<file path="src/rtl/iopmp_chk_arbiter.sv">
// rtl/iopmp_chk_arbiter.sv - round-robin arbiter sharing one IOPMP check unit between NUM_REQ requesters
// Optional response watchdog enabled by defining IOPMP_ARB_TIMEOUT_EN.
module iopmp_chk_arbiter #(
    parameter int NUM_REQ        = 4,
    parameter int IDX_W          = (NUM_REQ > 1) ? $clog2(NUM_REQ) : 1,
    parameter int TIMEOUT_CYCLES = 255
) (
    input  logic               clk_i,
    input  logic               rst_ni,
    input  logic [NUM_REQ-1:0] req_valid_i,
    output logic [NUM_REQ-1:0] req_ready_o,
    output logic               chk_valid_o,
    input  logic               chk_ready_i,
    output logic [IDX_W-1:0]   chk_idx_o,
    input  logic               rsp_valid_i,
    output logic [NUM_REQ-1:0] rsp_valid_o,
    output logic               busy_o,
    output logic               timeout_o
);

    typedef enum logic [1:0] {
        IDLE,
        ISSUE,
        WAIT_RSP
    } state_t;

    state_t           state, state_d;
    logic [IDX_W-1:0] rr_ptr, rr_ptr_d;
    logic [IDX_W-1:0] idx, idx_d;
    logic [IDX_W-1:0] winner, win_masked, win_any;
    logic             masked_hit;
    logic             expire;

    // Lowest set bit at or above rr_ptr, falling back to the lowest set bit overall.
    always_comb begin
        win_masked = '0;
        win_any    = '0;
        masked_hit = 1'b0;
        for (int i = NUM_REQ - 1; i >= 0; i--) begin
            if (req_valid_i[i]) begin
                win_any = IDX_W'(i);
                if (i >= int'(rr_ptr)) begin
                    win_masked = IDX_W'(i);
                    masked_hit = 1'b1;
                end
            end
        end
        winner = masked_hit ? win_masked : win_any;
    end

`ifdef IOPMP_ARB_TIMEOUT_EN
    localparam int WD_RAW = $clog2(TIMEOUT_CYCLES + 1);
    localparam int WD_W   = (WD_RAW < 8) ? 8 : ((WD_RAW > 32) ? 32 : WD_RAW);

    logic [WD_W-1:0] wdog;

    // wdog holds the number of WAIT_RSP cycles already spent, so expiry lands on cycle TIMEOUT_CYCLES.
    always_ff @(posedge clk_i) begin
        if (!rst_ni || state != WAIT_RSP) begin
            wdog <= '0;
        end else begin
            wdog <= wdog + 1'b1;
        end
    end

    assign expire = (state == WAIT_RSP) && !rsp_valid_i && (wdog == WD_W'(TIMEOUT_CYCLES - 1));
`else
    assign expire = 1'b0;
`endif

    always_ff @(posedge clk_i) begin
        if (!rst_ni) begin
            state  <= IDLE;
            rr_ptr <= '0;
            idx    <= '0;
        end else begin
            state  <= state_d;
            rr_ptr <= rr_ptr_d;
            idx    <= idx_d;
        end
    end

    always_comb begin
        state_d     = state;
        rr_ptr_d    = rr_ptr;
        idx_d       = idx;
        req_ready_o = '0;
        chk_valid_o = 1'b0;
        chk_idx_o   = '0;
        rsp_valid_o = '0;
        timeout_o   = 1'b0;
        busy_o      = (state != IDLE);
        case (state)
            IDLE: begin
                if (|req_valid_i) begin
                    idx_d   = winner;
                    state_d = ISSUE;
                end
            end
            ISSUE: begin
                chk_valid_o = 1'b1;
                chk_idx_o   = idx;
                if (chk_ready_i) begin
                    req_ready_o = NUM_REQ'(1) << idx;
                    state_d     = WAIT_RSP;
                end
            end
            WAIT_RSP: begin
                chk_idx_o = idx;
                if (rsp_valid_i || expire) begin
                    rsp_valid_o = NUM_REQ'(1) << idx;
                    timeout_o   = expire;
                    rr_ptr_d    = (idx == IDX_W'(NUM_REQ - 1)) ? '0 : idx + 1'b1;
                    state_d     = IDLE;
                end
            end
            default: state_d = IDLE;
        endcase
        // Outputs are forced quiet for the whole reset cycle, even mid-transaction.
        if (!rst_ni) begin
            req_ready_o = '0;
            chk_valid_o = 1'b0;
            chk_idx_o   = '0;
            rsp_valid_o = '0;
            timeout_o   = 1'b0;
            busy_o      = 1'b0;
        end
    end

`ifndef SYNTHESIS
    hold_during_issue: assert property (@(posedge clk_i) disable iff (!rst_ni)
        (state == ISSUE) |-> req_valid_i[idx]);
    timeout_param_sane: assert property (@(posedge clk_i) TIMEOUT_CYCLES >= 1);
`endif

endmodule
</file>
<file path="config.mk">
export PLATFORM = sky130hd
export DESIGN_NAME = iopmp_chk_arbiter
export DESIGN_NICKNAME = d
export VERILOG_FILES = /design/src/rtl/iopmp_chk_arbiter.sv
export SDC_FILE = /design/constraint.sdc
export NUM_CORES = 1
export LEC_CHECK = 0
export BUFFER_PORTS_ARGS = -buffer_cell sky130_fd_sc_hd__buf_2
export CAP_MARGIN = 20
export CORE_MARGIN = 4
export CORE_UTILIZATION = 38
export DETAILED_ROUTE_END_ITERATION = 10
export GPL_ROUTABILITY_DRIVEN = 0
export GPL_TIMING_DRIVEN = 1
export RECOVER_POWER = 100
export SLEW_MARGIN = 20
export SYNTH_ARGS = -nofsm -noshare
export SYNTH_HDL_FRONTEND = slang
export SYNTH_SLANG_ARGS = --single-unit
</file>
<file path="constraint.sdc">
create_clock -name clk_i -period 2.8 [get_ports clk_i]
set_clock_uncertainty 0.1 [all_clocks]
set_input_delay 0.56 -clock clk_i [delete_from_list [all_inputs] [get_ports clk_i]]
set_output_delay 0.56 -clock clk_i [all_outputs]
set_load 0.02 [all_outputs]
</file>
[Word level (Yosys, flattened, before mapping)]
Cells that the tools add are included.
Storage, ports and cells
  bits in registers: 6
  bits of input ports: 8
  output and inout bits: 13
  word-level logic and storage cells: 55
Operators by class
  add/sub/neg operators: 1
  magnitude comparators: 3
  equal/unequal tests: 6
  shifts and indexed selects: 1
  mux-type cells: 34
  reductions and logical operators: 7
Operator list (count)
  $mux 2: 17
  $mux 4: 6
  $mux 1: 10
  $ne 2x2->1 const B: 3
  $pmux 2 s3: 1
  $eq 2x2->1 const B: 2
  $ge 1x2->1 const A: 2
  $reduce_and 2->1: 2
  $reduce_or 4->1: 1
  $shl 1x2->4 const A: 1
  $reduce_and 3->1: 1
  $add 2x1->2 const B: 1
  $eq 2x1->1 const B: 1
  $ge 2x2->1 const A: 1
  $logic_not 2->1: 1
  $reduce_bool 2->1: 1
  $reduce_or 2->1: 1

[Depth between registers and ports, before layout]
  word-level depth: 8
  mapped depth: 5
  gate-level depth less buffers: 5

[Least setup slack after synthesis]
OpenSTA, ideal clock, no wires.
  path type: input to output
  start: input port rst_ni
  end: output port busy_o
  arrival time: 1152 ps
  required time: 2140 ps
  path slack: 988 ps
  stages: 2
  buffers on the path: 1
  path through: clkbuf_1 -> nor2b_1
Between the ends
  cells in the longest elaborated chain, start to end: 1
Ends and longest elaborated chain
  from (decl): line 9  | input logic rst_ni,
  $mux 1: line 120  | if (!rst_ni) begin
  to (decl): line 17  | output logic busy_o,
No other way between the ends.

[Worst setup path in the final report]
  start: register state[0]
  end: output port rsp_valid_o[1]
Between the ends
  cells in the longest elaborated chain, start to end: 3
Ends and longest elaborated chain
  from (decl): line 27  | state_t state, state_d;
  from (signal assigned): line 77  | state <= state_d;
  $eq 2x2->1: line 93  | case (state)
  $mux 4: line 93
  $mux 4: line 120
  to (decl): line 16  | output logic [NUM_REQ-1:0] rsp_valid_o,
No other way between the ends.

==> results.md <==
- The length in cells of the worst reg-to-reg path is 4.
- The core region is 0.001350 mm^2.
- The worst endpoint data arrival time is 1470 ps.
- The CTS tree is built.
- The total count of max-transition violations in the final report is 0.
- The leakage power summed over all cells is 0.3170 nW.
- The share of synthesized area in the top cell type comes to 0.2105.
- The final critical path time including I/O delays and setup is 2131 ps.
- The floorplan has 13 rows.
- The number of stages on the worst hold path is 2.
- Setup repair after global routing left no endpoint under its margin.
- The maximum clock insertion buffer count is 2.
- The die is approximately 47 um wide.
- After detailed routing, the number of vias per cell comes to approximately 5.
- The share of the yosys chip area belonging to registers is 0.2105.
- The number of remaining DRC errors is 0.
- The routed wirelength normalized by instance count is between 10 and 15 um.
- The xor/xnor share of the synthesized area is 0.
- The wire-length estimate of the detail-placed layout is 993.5 um.
- The combinational family with the most area after synthesis is simple AND/OR/NAND/NOR gates.
- Of the post-synthesis cell area, the part taken by muxes is 0.05263.
- For this run, the number of Yosys warnings is 0.
- The post-route fraction of the period consumed by the critical path is 0.7611.
- The leftover overflow at the end of global routing is 0.
- The synthesized design contains 6 register bits.
- Setup violations remaining at the end of the flow were counted as 0.
- The number of setup buffers added after CTS is 0.
- The number of placed instances, taps included, is between 100 and 150.
- The first global-routing pass estimated slightly below 2000 um of wire.
- The synthesized-area fraction occupied by ao, oa, aoi and oai cells is 0.1338.
- After synthesis, the mean cell area works out to about 8 um^2.
- Across all layers, the routed design uses ~540 vias.
- CTS built an H-tree with a depth of 1.
- The flow ran to the end, and the final reports show no timing, DRC or antenna violations.
- Timing would allow up to roughly 470 MHz.
- The capturing point of the worst reg2reg path is state[0].
- The die area is 0.002186 mm^2.
- The critical path goes through inv_1, ha_1, and3_1, and2_1, clkbuf_1.
- The worst setup path is of the flip-flop to output pin kind.
- The number of inserted filler cells in the final layout is 156.
- The data required time of the worst path is between 2000 and 2500 ps.
- The count of nets left with antenna violations after detail routing is 0.
- For hold timing, the worst endpoint is state[1].
- The routed wire length is 1218 um.
- The number of nets handed over by synthesis was ~90.
- The slowest cell on the critical path is dfxtp_1.
- After synthesis, the share of flip-flops with an asynchronous set or reset is 0.
- From bottom edge to top edge, the die measures 46.75 um.
- The first detailed-routing pass ran for 4 iterations.
- The kind of capture point of the worst setup path is an output pin.
- The CTS buffer count is 3.
- The minimum setup slack among reg-to-reg paths is ~1200 ps.
- The number of antenna violations at the first check in global routing is 0.
- The largest single stage delay on the critical path is about 330 ps.
- The worst setup path is launched from a flip-flop.
- Sorting the synthesized cells by area gives the leading types as dfxtp_1, ha_1, and2_1, mux2i_1, nand2_1.
- The number of ports placed on the die boundary is 21.
- The number of enable-type register cells in the synthesized netlist is 0.
- Entering global routing, the biggest net connects 16 pins.
- The peak supply drop is 349.9 uV.
- After clock tree synthesis, the clock-pin slew on the worst setup and hold paths is ~40 ps.
- Of the total synthesized cell area, the portion taken by full adders, half adders and majority gates is 0.1974.
- The core occupancy in the finished layout is 0.5042.
- The total track usage is 0.1227.
- The tool flagged a number of max-cap violations equal to 0.
- The maximum fanout along the worst path is 4.
- The family with the most delay on the worst path is buffers and inverters.
- The count of buffers from port buffering is 19.
- The accumulated negative setup slack is 0 ps.
- The number of hold-slack violations in the final timing report is 0.
- Gates resized during post-CTS repair numbered 0.
- Summed over all instances, the cell type with the most area after synthesis is dfxtp_1.
- The via count of the first global-routing pass is 444.
- The origin of the critical flop-to-flop path is state[0].
- In this run the most critical hold path is launched from state[1].
- The initial standard-cell utilization of the core is 0.4226.
- The cell at the root of the clock tree is clkbuf_4.
- For this run, the number of standard cells in the final layout without fillers is 106.
- Buffers inserted to repair hold after CTS numbered 0.
- The power density normalized to cell area is roughly 660 mW/mm^2.
- The count of buffer and inverter cells on the critical path is 2.
- The synthesized-area fraction occupied by and/or/nand/nor cells is 0.3399.
- The number of clock sinks is 6.
- The antenna diode count is 0.
- The gate count after technology mapping is 71.
- The area growth from synthesis to layout is 19.30%.
- The first routing iteration left 7 violations.
- The synthesized netlist contains 26 unique library cells.
- The fraction of final layout cells with drive strength greater than 1 is 0.1319.
- The mapped cell area is 570.5 um^2.
- The most frequently used flop master after synthesis is dfxtp_1.
- For the worst-skew pair, the clock arrives at the later sink with an insertion delay of 250 ps.
- The final net count is 110.
- The path category of the worst min-delay check is flip-flop to flip-flop.
[where the power goes]
part	switching [mW]	internal [mW]	leakage, nW
Sequential	0.0279	0.110	0.0492
Combinational	0.135	0.0987	0.254
Clock	0.0324	0.0486	0.0138
Total	0.195	0.257	0.317
[metrics by stage]
step	hold WS, ps	setup WS, ps	total power, mW	instance area (um^2)
detailed placement	384.5	835.6	0.3801	673.1
CTS	391.4	667.8	0.4638	695.7
floorplan	351.5	987.8	0.3106	570.5
finish	387.8	669.0	0.4520	680.7
global route	425.3	494.0	0.4999	680.7
global placement	375.4	854.7	0.3762	673.1
[how the worst max path moves through the flow]
stage / from / endpoint / cells past startpoint
after detailed placement: rst_ni / req_ready_o[0] / 4
final: state[0] / rsp_valid_o[1] / 5
after global routing: state[0] / rsp_valid_o[1] / 5
after global placement: rst_ni / req_ready_o[0] / 4
after floorplan: rst_ni / busy_o / 2
after CTS: state[0] / rsp_valid_o[0] / 5
[cells in the mapped netlist, drive strengths merged (2+ instances only)]
cell and count:
a21boi 2, and2 9, and3 4, dfxtp 6, ha 9, inv 6
mux2i 3, nand2 7, nand3 2, nor2 3, nor2b 4, o21ai 3
[layout make-up]
type                    instances  area, um^2  share of cell area
inverters                       6       22.52             0.03309
repair buffers                 19       80.08              0.1176
multi-input cells              57       416.7              0.6121
clock buffers                   3       22.52             0.03309
well taps                      15       18.77             0.02757
flip-flops and latches          6       120.1              0.1765
[worst register-to-register path, cell delays in order, from the launching register on]
cell      delay (ps)
dfxtp_1          370
inv_1            100
ha_1             250
a222oi_1         490
mux2i_1          250
[cells by family (layout without fill, tap and decap cells)]
group | Yosys count | after routing
buffers and inverters | 8 | 28
AO/OA/AOI/OAI | 10 | 10
multiplexers | 3 | 3
adder cells (fa/ha/maj) | 9 | 9
AND/OR/NAND/NOR | 34 | 34
other | 1 | 1
flip-flops | 6 | 6
[cells in the final DEF (no fill, tap or decap), drive strengths merged]
| master | instances |
|---|---|
| clkbuf | 15 |
| and2 | 9 |
| ha | 9 |
| nand2 | 7 |
| buf | 7 |
| inv | 6 |
| dfxtp | 6 |
| and3 | 4 |
| nor2b | 4 |
| nor2 | 3 |
| mux2i | 3 |
| o21ai | 3 |
| nand3 | 2 |
| a21boi | 2 |
| nand2b | 1 |
| or4 | 1 |
| and4bb | 1 |
| o41a | 1 |
| a31oi | 1 |
| nor4 | 1 |
| a222oi | 1 |
| nand3b | 1 |
| o21ba | 1 |
| o32ai | 1 |
| conb | 1 |
[state kept, by name (all words and copies together) (netlist names)]
name	cells
idx	2
rr_ptr	2
state	2
[routing by layer]
layer  wire length, um  vias up  track usage
met4                11        0      0.03315
li1                  -      284            -
met2               531       18       0.1731
met5                 0        -            0
met3               115        2      0.04598
met1               559      233       0.1751
(Power assumes the default switching activity.)
